[src/rtl/gpio_serial_arbiter_pkg.sv]
`default_nettype none
// ============================================================================
// gpio_serial_arbiter_pkg : shared state encoding and constants
// Revision 1.0
// ============================================================================
package gpio_serial_arbiter_pkg;

    typedef enum logic [2:0] {
        IDLE  = 3'd0,
        FETCH = 3'd1,
        WAIT  = 3'd2,
        SHIFT = 3'd3,
        LOAD  = 3'd4,
        DONE  = 3'd5
    } arb_state_t;

    localparam int REQ_MGMT    = 0;
    localparam int REQ_HK      = 1;
    localparam int LOAD_PHASES = 4;

    // Counter width that stays legal when the count is 1.
    function automatic int cnt_width(input int n);
        return (n > 1) ? $clog2(n) : 1;
    endfunction

endpackage
`default_nettype wire

[src/rtl/gpio_serial_rr2.sv]
`default_nettype none
// ============================================================================
// gpio_serial_rr2 : 2-way round-robin arbiter with registered one-hot grant
// Revision 1.0
// ============================================================================
module gpio_serial_rr2
    import gpio_serial_arbiter_pkg::*;
(
    input  logic       clk,
    input  logic       rst,
    input  logic [1:0] req,
    input  logic       en,
    input  logic       clr,
    output logic [1:0] gnt
);

    logic       r_last;
    logic [1:0] r_gnt;
    logic       w_pick;

    // Housekeeping wins when it asks alone or when management won last time.
    assign w_pick = req[REQ_HK] & (~req[REQ_MGMT] | (r_last == 1'(REQ_MGMT)));

    always_ff @(posedge clk) begin
        if (rst) begin
            r_last <= 1'(REQ_HK);
            r_gnt  <= 2'b00;
        end else if (clr) begin
            r_gnt  <= 2'b00;
        end else if (en && (req != 2'b00)) begin
            r_gnt  <= w_pick ? 2'b10 : 2'b01;
            r_last <= w_pick;
        end
    end

    assign gnt = r_gnt;

endmodule
`default_nettype wire

[src/rtl/gpio_serial_arbiter.sv]
`default_nettype none
// ============================================================================
// gpio_serial_arbiter : shares the GPIO serial config chain between two masters
// Revision 1.0
// ============================================================================
module gpio_serial_arbiter
    import gpio_serial_arbiter_pkg::*;
#(
    parameter int IO_PADS      = 32,
    parameter int IO_CTRL_BITS = 13,
    parameter int CLK_DIV      = 1,
    parameter int PAD_IDX_W    = 6
) (
    input  logic                    wb_clk_i,
    input  logic                    wb_rst_i,
    input  logic [1:0]              req_i,
    output logic [1:0]              gnt_o,
    output logic [1:0]              done_o,
    output logic                    busy_o,
    output logic                    cfg_rd_en_o,
    output logic                    cfg_rd_sel_o,
    output logic [PAD_IDX_W-1:0]    cfg_rd_idx_o,
    input  logic [IO_CTRL_BITS-1:0] cfg_rd_data_i,
    output logic                    serial_clock,
    output logic                    serial_resetn,
    output logic                    serial_data_out
);

    localparam int BIT_W = cnt_width(IO_CTRL_BITS);
    localparam int DIV_W = cnt_width(CLK_DIV);

    localparam logic [BIT_W-1:0]     C_LAST_BIT   = BIT_W'(IO_CTRL_BITS - 1);
    localparam logic [DIV_W-1:0]     C_LAST_DIV   = DIV_W'(CLK_DIV - 1);
    localparam logic [PAD_IDX_W-1:0] C_FIRST_PAD  = PAD_IDX_W'(IO_PADS - 1);
    localparam logic [1:0]           C_LAST_LPH   = 2'(LOAD_PHASES - 1);
    localparam logic [1:0]           C_LPH_TRAIL  = 2'd1;
    localparam logic [1:0]           C_LPH_STROBE = 2'd2;

    arb_state_t              r_state, w_state_nxt;
    logic [PAD_IDX_W-1:0]    r_pad, w_pad_nxt;
    logic [BIT_W-1:0]        r_bit, w_bit_nxt;
    logic [DIV_W-1:0]        r_div, w_div_nxt;
    logic                    r_phase, w_phase_nxt;
    logic [1:0]              r_lph, w_lph_nxt;
    logic [IO_CTRL_BITS-1:0] r_stage, w_stage_nxt;
    logic                    r_sclk, w_sclk_nxt;
    logic                    r_srstn, w_srstn_nxt;

    logic       w_div_end;
    logic       w_arb_en;
    logic       w_arb_clr;
    logic [1:0] w_gnt;

    gpio_serial_rr2 u_rr2 (
        .clk (wb_clk_i),
        .rst (wb_rst_i),
        .req (req_i),
        .en  (w_arb_en),
        .clr (w_arb_clr),
        .gnt (w_gnt)
    );

    assign w_div_end = (r_div == C_LAST_DIV);

    always_comb begin
        w_state_nxt = r_state;
        w_pad_nxt   = r_pad;
        w_bit_nxt   = r_bit;
        w_div_nxt   = r_div;
        w_phase_nxt = r_phase;
        w_lph_nxt   = r_lph;
        w_stage_nxt = r_stage;
        w_arb_en    = 1'b0;
        w_arb_clr   = 1'b0;
        w_sclk_nxt  = 1'b0;
        w_srstn_nxt = 1'b1;

        case (r_state)
            IDLE: begin
                w_arb_en = 1'b1;
                if (req_i != 2'b00) begin
                    w_state_nxt = FETCH;
                    w_pad_nxt   = C_FIRST_PAD;
                end
            end
            FETCH: begin
                w_state_nxt = WAIT;
            end
            WAIT: begin
                w_stage_nxt = cfg_rd_data_i;
                w_bit_nxt   = '0;
                w_div_nxt   = '0;
                w_phase_nxt = 1'b0;
                w_state_nxt = SHIFT;
            end
            SHIFT: begin
                w_div_nxt = r_div + DIV_W'(1);
                if (w_div_end) begin
                    w_div_nxt   = '0;
                    w_phase_nxt = ~r_phase;
                    // Data moves only on the high-to-low transition of the chain clock.
                    if (r_phase) begin
                        w_stage_nxt = r_stage << 1;
                        w_bit_nxt   = r_bit + BIT_W'(1);
                        if (r_bit == C_LAST_BIT) begin
                            if (r_pad == '0) begin
                                w_state_nxt = LOAD;
                                w_lph_nxt   = '0;
                            end else begin
                                w_state_nxt = FETCH;
                                w_pad_nxt   = r_pad - PAD_IDX_W'(1);
                            end
                        end
                    end
                end
            end
            LOAD: begin
                w_div_nxt = r_div + DIV_W'(1);
                if (w_div_end) begin
                    w_div_nxt = '0;
                    w_lph_nxt = r_lph + 2'd1;
                    if (r_lph == C_LAST_LPH) begin
                        w_state_nxt = DONE;
                    end
                end
            end
            DONE: begin
                w_arb_clr   = 1'b1;
                w_state_nxt = IDLE;
            end
            default: begin
                w_state_nxt = IDLE;
            end
        endcase

        // Chain pins are registered from the next-state view so they never glitch.
        if (w_state_nxt == SHIFT) begin
            w_sclk_nxt = w_phase_nxt;
        end
        if (w_state_nxt == LOAD) begin
            w_sclk_nxt  = (w_lph_nxt == C_LPH_TRAIL) || (w_lph_nxt == C_LPH_STROBE);
            w_srstn_nxt = (w_lph_nxt != C_LPH_STROBE);
        end
    end

    always_ff @(posedge wb_clk_i) begin
        if (wb_rst_i) begin
            r_state <= IDLE;
            r_pad   <= '0;
            r_bit   <= '0;
            r_div   <= '0;
            r_phase <= 1'b0;
            r_lph   <= '0;
            r_stage <= '0;
            r_sclk  <= 1'b0;
            r_srstn <= 1'b0;
        end else begin
            r_state <= w_state_nxt;
            r_pad   <= w_pad_nxt;
            r_bit   <= w_bit_nxt;
            r_div   <= w_div_nxt;
            r_phase <= w_phase_nxt;
            r_lph   <= w_lph_nxt;
            r_stage <= w_stage_nxt;
            r_sclk  <= w_sclk_nxt;
            r_srstn <= w_srstn_nxt;
        end
    end

    assign gnt_o           = w_gnt;
    assign done_o          = (r_state == DONE) ? w_gnt : 2'b00;
    assign busy_o          = (r_state != IDLE);
    assign cfg_rd_en_o     = (r_state == FETCH);
    assign cfg_rd_sel_o    = w_gnt[REQ_HK];
    assign cfg_rd_idx_o    = r_pad;
    assign serial_clock    = r_sclk;
    assign serial_resetn   = r_srstn;
    assign serial_data_out = r_stage[IO_CTRL_BITS-1];

endmodule
`default_nettype wire

[config.mk]
export PLATFORM = sky130hd
export DESIGN_NAME = gpio_serial_arbiter
export DESIGN_NICKNAME = d
export VERILOG_FILES = /design/src/rtl/gpio_serial_arbiter_pkg.sv /design/src/rtl/gpio_serial_rr2.sv /design/src/rtl/gpio_serial_arbiter.sv
export SDC_FILE = /design/constraint.sdc
export NUM_CORES = 1
export LEC_CHECK = 0
export CORE_MARGIN = 8
export CORE_UTILIZATION = 51
export DETAILED_ROUTE_END_ITERATION = 10
export PLACE_DENSITY = 0.76
export SETUP_SLACK_MARGIN = 0.15
export SKIP_CTS_REPAIR_TIMING = 1
export SYNTH_ARGS = -nofsm -noshare
export SYNTH_HDL_FRONTEND = slang
export SYNTH_SLANG_ARGS = --single-unit
[constraint.sdc]
create_clock -name wb_clk_i -period 3.2 [get_ports wb_clk_i]
set_input_delay 0.64 -clock wb_clk_i [delete_from_list [all_inputs] [get_ports wb_clk_i]]
set_output_delay 0.64 -clock wb_clk_i [all_outputs]
set_load 0.05 [all_outputs]
==> impl_metrics.toml, run 1 <==
[timing]
fmaxAchievable_mhz = 351
rsz0062_at_grt = "no"
worst_slew_pin_slew_ns = 0.980
clock-skew-final_ns = 0.00283
fin_crit_ns = 2.85
relSlewSlack_pct = 34.7
report.final.hold_viol_count = 0
fin_crit_sh_pct = 89.1
slew_viol_final = 0
finalSetupViolCount = 0
setup_slack_ns = 0.349
tns_ns = 0

[grt]
grtUsageTotal_pct = 15.5
grt_pass1_wl_mm = 6.68
grt_max_degree = 26
antenna_found_initial = 0
gr-total-overflow = 0
first_global_vias = 1532

[yosys]
synth_nets = 219
seq_area_frac_synth_pct = 40.0
yosysWarningCount = 0
synth-edff-count = 0
syn_inst = 197
synth_cell_types = 42
synth_area_sq_um = 1700
syn_area_per_cell_sq_um = 8.63
synth.area.top_cells = "dfxtp_1, a211oi_1, nor2_1"
synth_top_area_share_pct = 40.0
yosysTopAreaCell = "dfxtp_1"
ys_ff_latch = 34
async_reset_ff_share_pct = 0
ys.flop_type = "dfxtp_1"

[route]
wl_per_cell_um = 14.6
drt-initial-drc-count = 56
num_vias = 1535
highest_layer = "met4"
met3_length_um = 278
detail-route-antenna-nets = 0
vias_per_cell = 5.66
wl_mm = 3.96
drc = 0
wl_met1_mm = 1.74
firstDrtPassIters = 4
dr_wl_met2_mm = 1.89

[final_layout]
layout-drive-gt1-share_pct = 8.89
area_growth_pct = 23.0
seqCellArea_sq_um = 682
multiInputGateArea_sq_um = 926
fill_cells = 305
final_cell_mix = "dfxtp_1, clkdlybuf4s50_1, nor2_1"
final_nets = 246
final_common_cell = "dfxtp_1"
diodes = 0
finalCoreUtilization_pct = 64.2

[place]
routabilityCongestion = 0.743
dp_hpwl_mm = 2.81
port_buffers = 32
dp_slack_ns = 0.622

[floorplan]
initial_core_util_pct = 52.2
dieHeight_um = 73.7
boundaryPins = 33
rows = 21
core_sq_um = 3260
die_w_um = 73.7
dieArea_sq_um = 5440

[clock_tree]
clock-sinks = 34
root_buffer = "clkbuf_4"
cts_tree = "yes"
h-tree-depth = 2
cts_buffer_depth = 2
cts_buffers = 5
clkTransAtPathRegs_ns = 0.10
clk-insertion-delay-late_ns = 0.34

[worst_setup_path]
cp-start-kind = "register"
worstSetupPathType = "reg2out"
worst_ep_arrival_time_ns = 2.21
cp_max_fo = 10
critPathRequiredTime_ns = 2.56
worstSetupEndpointType = "output pin"

[hold_path]
hold_class = "reg2reg"

[power_and_ir_drop]
p_per_area_nw_per_um2 = 472
power.leakage_nw = 0.767
power_uw = 987
peakVddDrop_v = 0.000290

[status]
status = "finished clean"

[job]
max_cap_viol_count = 0
-- report_power, final --
group	total [mW]	switching, mW	internal [mW]
combinational	0.244	0.149	0.0945
sequential	0.488	0.0335	0.455
clock	0.255	0.149	0.106
-- sequential cells by signal, indices dropped and copies added, names as in the netlist --
name and cells:
cfg_rd_idx_o 6, r_stage 13, serial_resetn 1, r_phase 1
u_rr2.gnt 2, u_rr2.r_last 1, r_bit 4, serial_clock 1
r_lph 2, r_state 3
-- synth_stat cells, types with 2 or more instances --
cell type  instances
nand2b_1           3
and3_1             2
nor3_1            10
nor2b_1            3
clkbuf_1           9
o21ai_0           14
inv_1              8
a2bb2oi_1          2
buf_4              2
dfxtp_1           34
a211oi_1          17
nor2_1            23
or3_1             13
nand3_1            6
a21oi_1            8
and4_1             3
buf_2              3
nand4_1            2
nand2_1            6
ha_1               5
a32oi_1            2
and3b_1            2
-- metal layers --
layer / up-vias / track usage [%]
met5: - / 0
met4: 0 / 5.99
met3: 6 / 6.14
met2: 37 / 26.5
met1: 711 / 16.7
li1: 781 / -
-- stage by stage --
| stage | hold slack [ns] | area [sq um] | cells |
|---|---|---|---|
| after CTS | 0.496 | 2090 | 271 |
| after global routing | 0.525 | 2090 | 271 |
| after floorplan | 0.447 | 1700 | 197 |
| after global placement | 0.470 | 2030 | 263 |
| after detailed placement | 0.471 | 2030 | 263 |
| final | 0.493 | 2090 | 271 |
-- worst max-delay path, stage by stage, from the launching register on --
cell             delay, ns
dfxtp_1               0.49
nor2b_1               0.34
and3_1                0.22
clkdlybuf4s50_1       0.82
-- logic make-up (layout without fill, tap and decap cells) --
kind of cell / count (synthesis) / in the layout / share of synthesized area, %
buffers and inverters: 22 / 50 / 5.52
and+or+nand+nor: 79 / 79 / 26.5
DFF: 34 / 34 / 40.0
adders and majority gates: 5 / 5 / 3.68
muxes: 2 / 2 / 1.25
xor gates and xnor gates: 1 / 1 / 0.515
AOI/OAI and AO/OA: 54 / 54 / 22.5
-- cell type report --
class / count / area share, %
Inverter: 8 / 1.44
Timing Repair Buffer: 34 / 15.9
Sequential cell: 34 / 32.6
Clock inverter: 2 / 0.598
Tap cell: 46 / 2.75
Clock buffer: 6 / 2.45
Multi-Input combinational cell: 141 / 44.3
-- worst paths after layout --
kind / from / to / slack, ns / cells after the start
worst min-delay path: r_stage[0]$_SDFFE_PP0P_ / r_stage[0]$_SDFFE_PP0P_ / 0.49 / 2
worst max-delay path: r_state[2]$_SDFF_PP0_ / done_o[1] / 0.35 / 3
worst min register to register: r_stage[0]$_SDFFE_PP0P_ / r_stage[0]$_SDFFE_PP0P_ / 0.49 / 2
worst max register to register: r_state[0]$_SDFF_PP0_ / serial_clock$_SDFF_PP0_ / 0.90 / 7
(Power assumes the default switching activity.)
==> inputs of run 2 (changes only) <==
Settings changed: REMOVE_ABC_BUFFERS from default to 1, SKIP_LAST_GASP from default to 1.
==> impl_metrics.toml, run 2 (same netlist as run 1, synthesis figures left out) <==
[power_and_ir_drop]
p_comb_share_pct = 24.8
peakVddDrop_v = 0.000276
p_int_uw = 656
pwr-share-clk_pct = 25.2
pwr-share-seq_pct = 50.0
power.leakage_nw = 0.768
power_switching_uw = 323
p_per_area_nw_per_um2 = 469
power_switching_share_pct = 33.0

[grt]
gr-total-overflow = 0
antenna_found_initial = 0
grtUsageTotal_pct = 15.3
grt_max_degree = 26
first_global_vias = 1536
grt_pass1_wl_mm = 6.58

[final_layout]
fill_cells = 312
top_register = "r_stage"
finalCoreUtilization_pct = 64.1
area_growth_pct = 22.8
final_cell_mix = "dfxtp_1, clkdlybuf4s50_1, nor2_1"
layout-drive-gt1-share_pct = 8.44
final_common_cell = "dfxtp_1"
diodes = 0
seqCellArea_sq_um = 682
final_nets = 246
stdcell_area_sq_um = 2090
multiInputGateArea_sq_um = 926
largest_reg_flops = 13

[worst_setup_path]
slowest_delay_ns = 0.81
endpoint = "done_o[0]"
worst-path-buf-inv = 1
slowest_stage = "clkdlybuf4s50_1"
rrSetupSlack_ns = 0.91
cp-start-kind = "register"
crit_start = "r_state[2]$_SDFF_PP0_"
cp_max_fo = 10
worstSetupPathType = "reg2out"
worst_ep_arrival_time_ns = 2.15
worstPathCellList = "nor2b_1, and3_1, clkdlybuf4s50_1"
critPathRequiredTime_ns = 2.56
reg2regPathDepth = 7
regToRegStartpoint = "r_state[0]$_SDFF_PP0_"
cp_top_family = "buffers and inverters"
crit_cells = 3
worstSetupEndpointType = "output pin"
r2r-end = "serial_clock$_SDFF_PP0_"

[clock_tree]
root_buffer = "clkbuf_4"
h-tree-depth = 2
clock-sinks = 34
cts_buffer_depth = 2
cts_tree = "yes"
cts_buffers = 5
clk-insertion-delay-late_ns = 0.33
clkTransAtPathRegs_ns = 0.10

[timing]
finalSetupViolCount = 0
relSlewSlack_pct = 37.7
fin_crit_sh_pct = 87.3
report.final.hold_viol_count = 0
fin_crit_ns = 2.79
tns_ns = 0
clock-skew-final_ns = 0.00987
slew_viol_final = 0
worst_slew_pin_slew_ns = 0.935
hold_slack_ns = 0.494
rsz0062_at_grt = "no"
fmaxAchievable_mhz = 358

[floorplan]
core_sq_um = 3260
rows = 21
dieArea_sq_um = 5440
dieHeight_um = 73.7
initial_core_util_pct = 52.2
die_w_um = 73.7
boundaryPins = 33

[route]
wl_mm = 4.00
dr_wl_met2_mm = 1.84
drc = 0
firstDrtPassIters = 4
vias_per_cell = 5.66
met3_length_um = 326
detail-route-antenna-nets = 0
num_vias = 1534
wl_per_cell_um = 14.8
highest_layer = "met4"
drt-initial-drc-count = 81
wl_met1_mm = 1.77

[hold_path]
min_from = "r_stage[0]$_SDFFE_PP0P_"
hold_class = "reg2reg"
hold_depth = 2

[job]
max_cap_viol_count = 0

[place]
placed_area_sq_um = 2030
dp_hpwl_mm = 2.83
routabilityCongestion = 0.763
port_buffers = 32

[status]
status = "finished clean"
## run 2: cell count changes in the layout (fill, tap and decap cells not counted), sizes merged
| cell | change |
|---|---|
| clkbuf | +1 |
| clkinvlp | -1 |
## run 2: layout make-up
| cell class | count | area share [%] |
|---|---|---|
| Inverter | 8 | 1.44 |
| Sequential cell | 34 | 32.7 |
| Timing Repair Buffer | 34 | 15.9 |
| Tap cell | 46 | 2.76 |
| Clock inverter | 1 | 0.240 |
| Multi-Input combinational cell | 141 | 44.3 |
| Clock buffer | 7 | 2.64 |
## run 2: per-stage QoR
step	cells	power, mW	worst slack [ns]
after floorplan	183	0.649	0.479
after global placement	263	0.735	0.662
after detailed placement	263	0.741	0.618
after CTS	271	0.989	0.231
after global routing	271	1.03	0.261
final	271	0.979	0.407
## run 2: per-layer routing
| layer | vias up | track usage (%) |
|---|---|---|
| met5 | - | 0 |
| met4 | 0 | 6.21 |
| met3 | 7 | 7.37 |
| met2 | 39 | 25.6 |
| met1 | 715 | 16.0 |
| li1 | 773 | - |
## run 2: worst min-delay path by stage
stage | slack [ns] | to
after global routing | 0.53 | r_stage[0]$_SDFFE_PP0P_
after floorplan | 0.45 | r_stage[0]$_SDFFE_PP0P_
after detailed placement | 0.48 | r_stage[0]$_SDFFE_PP0P_
after CTS | 0.50 | r_stage[0]$_SDFFE_PP0P_
after global placement | 0.46 | r_stage[0]$_SDFFE_PP0P_
final | 0.49 | r_stage[0]$_SDFFE_PP0P_
## run 2: worst register-to-register path, delay by kind of cell (launching register included)
family,cells,cell delay [ns]
AO/OA/AOI/OAI,1,0.21
flip-flops,1,0.47
multiplexers,1,0.18
AND/OR/NAND/NOR,3,0.71
adder cells (fa/ha/maj),1,0.29
buffers and inverters,1,0.38
## run 2: power groups by stage
stage	sequential, mW	combinational [mW]	clock, mW
3_5_place_dp	0.498	0.243	0
4_1_cts	0.488	0.245	0.256
5_1_grt	0.494	0.265	0.269
2_1_floorplan	0.538	0.110	0
6_report	0.489	0.243	0.246
3_3_place_gp	0.496	0.239	0
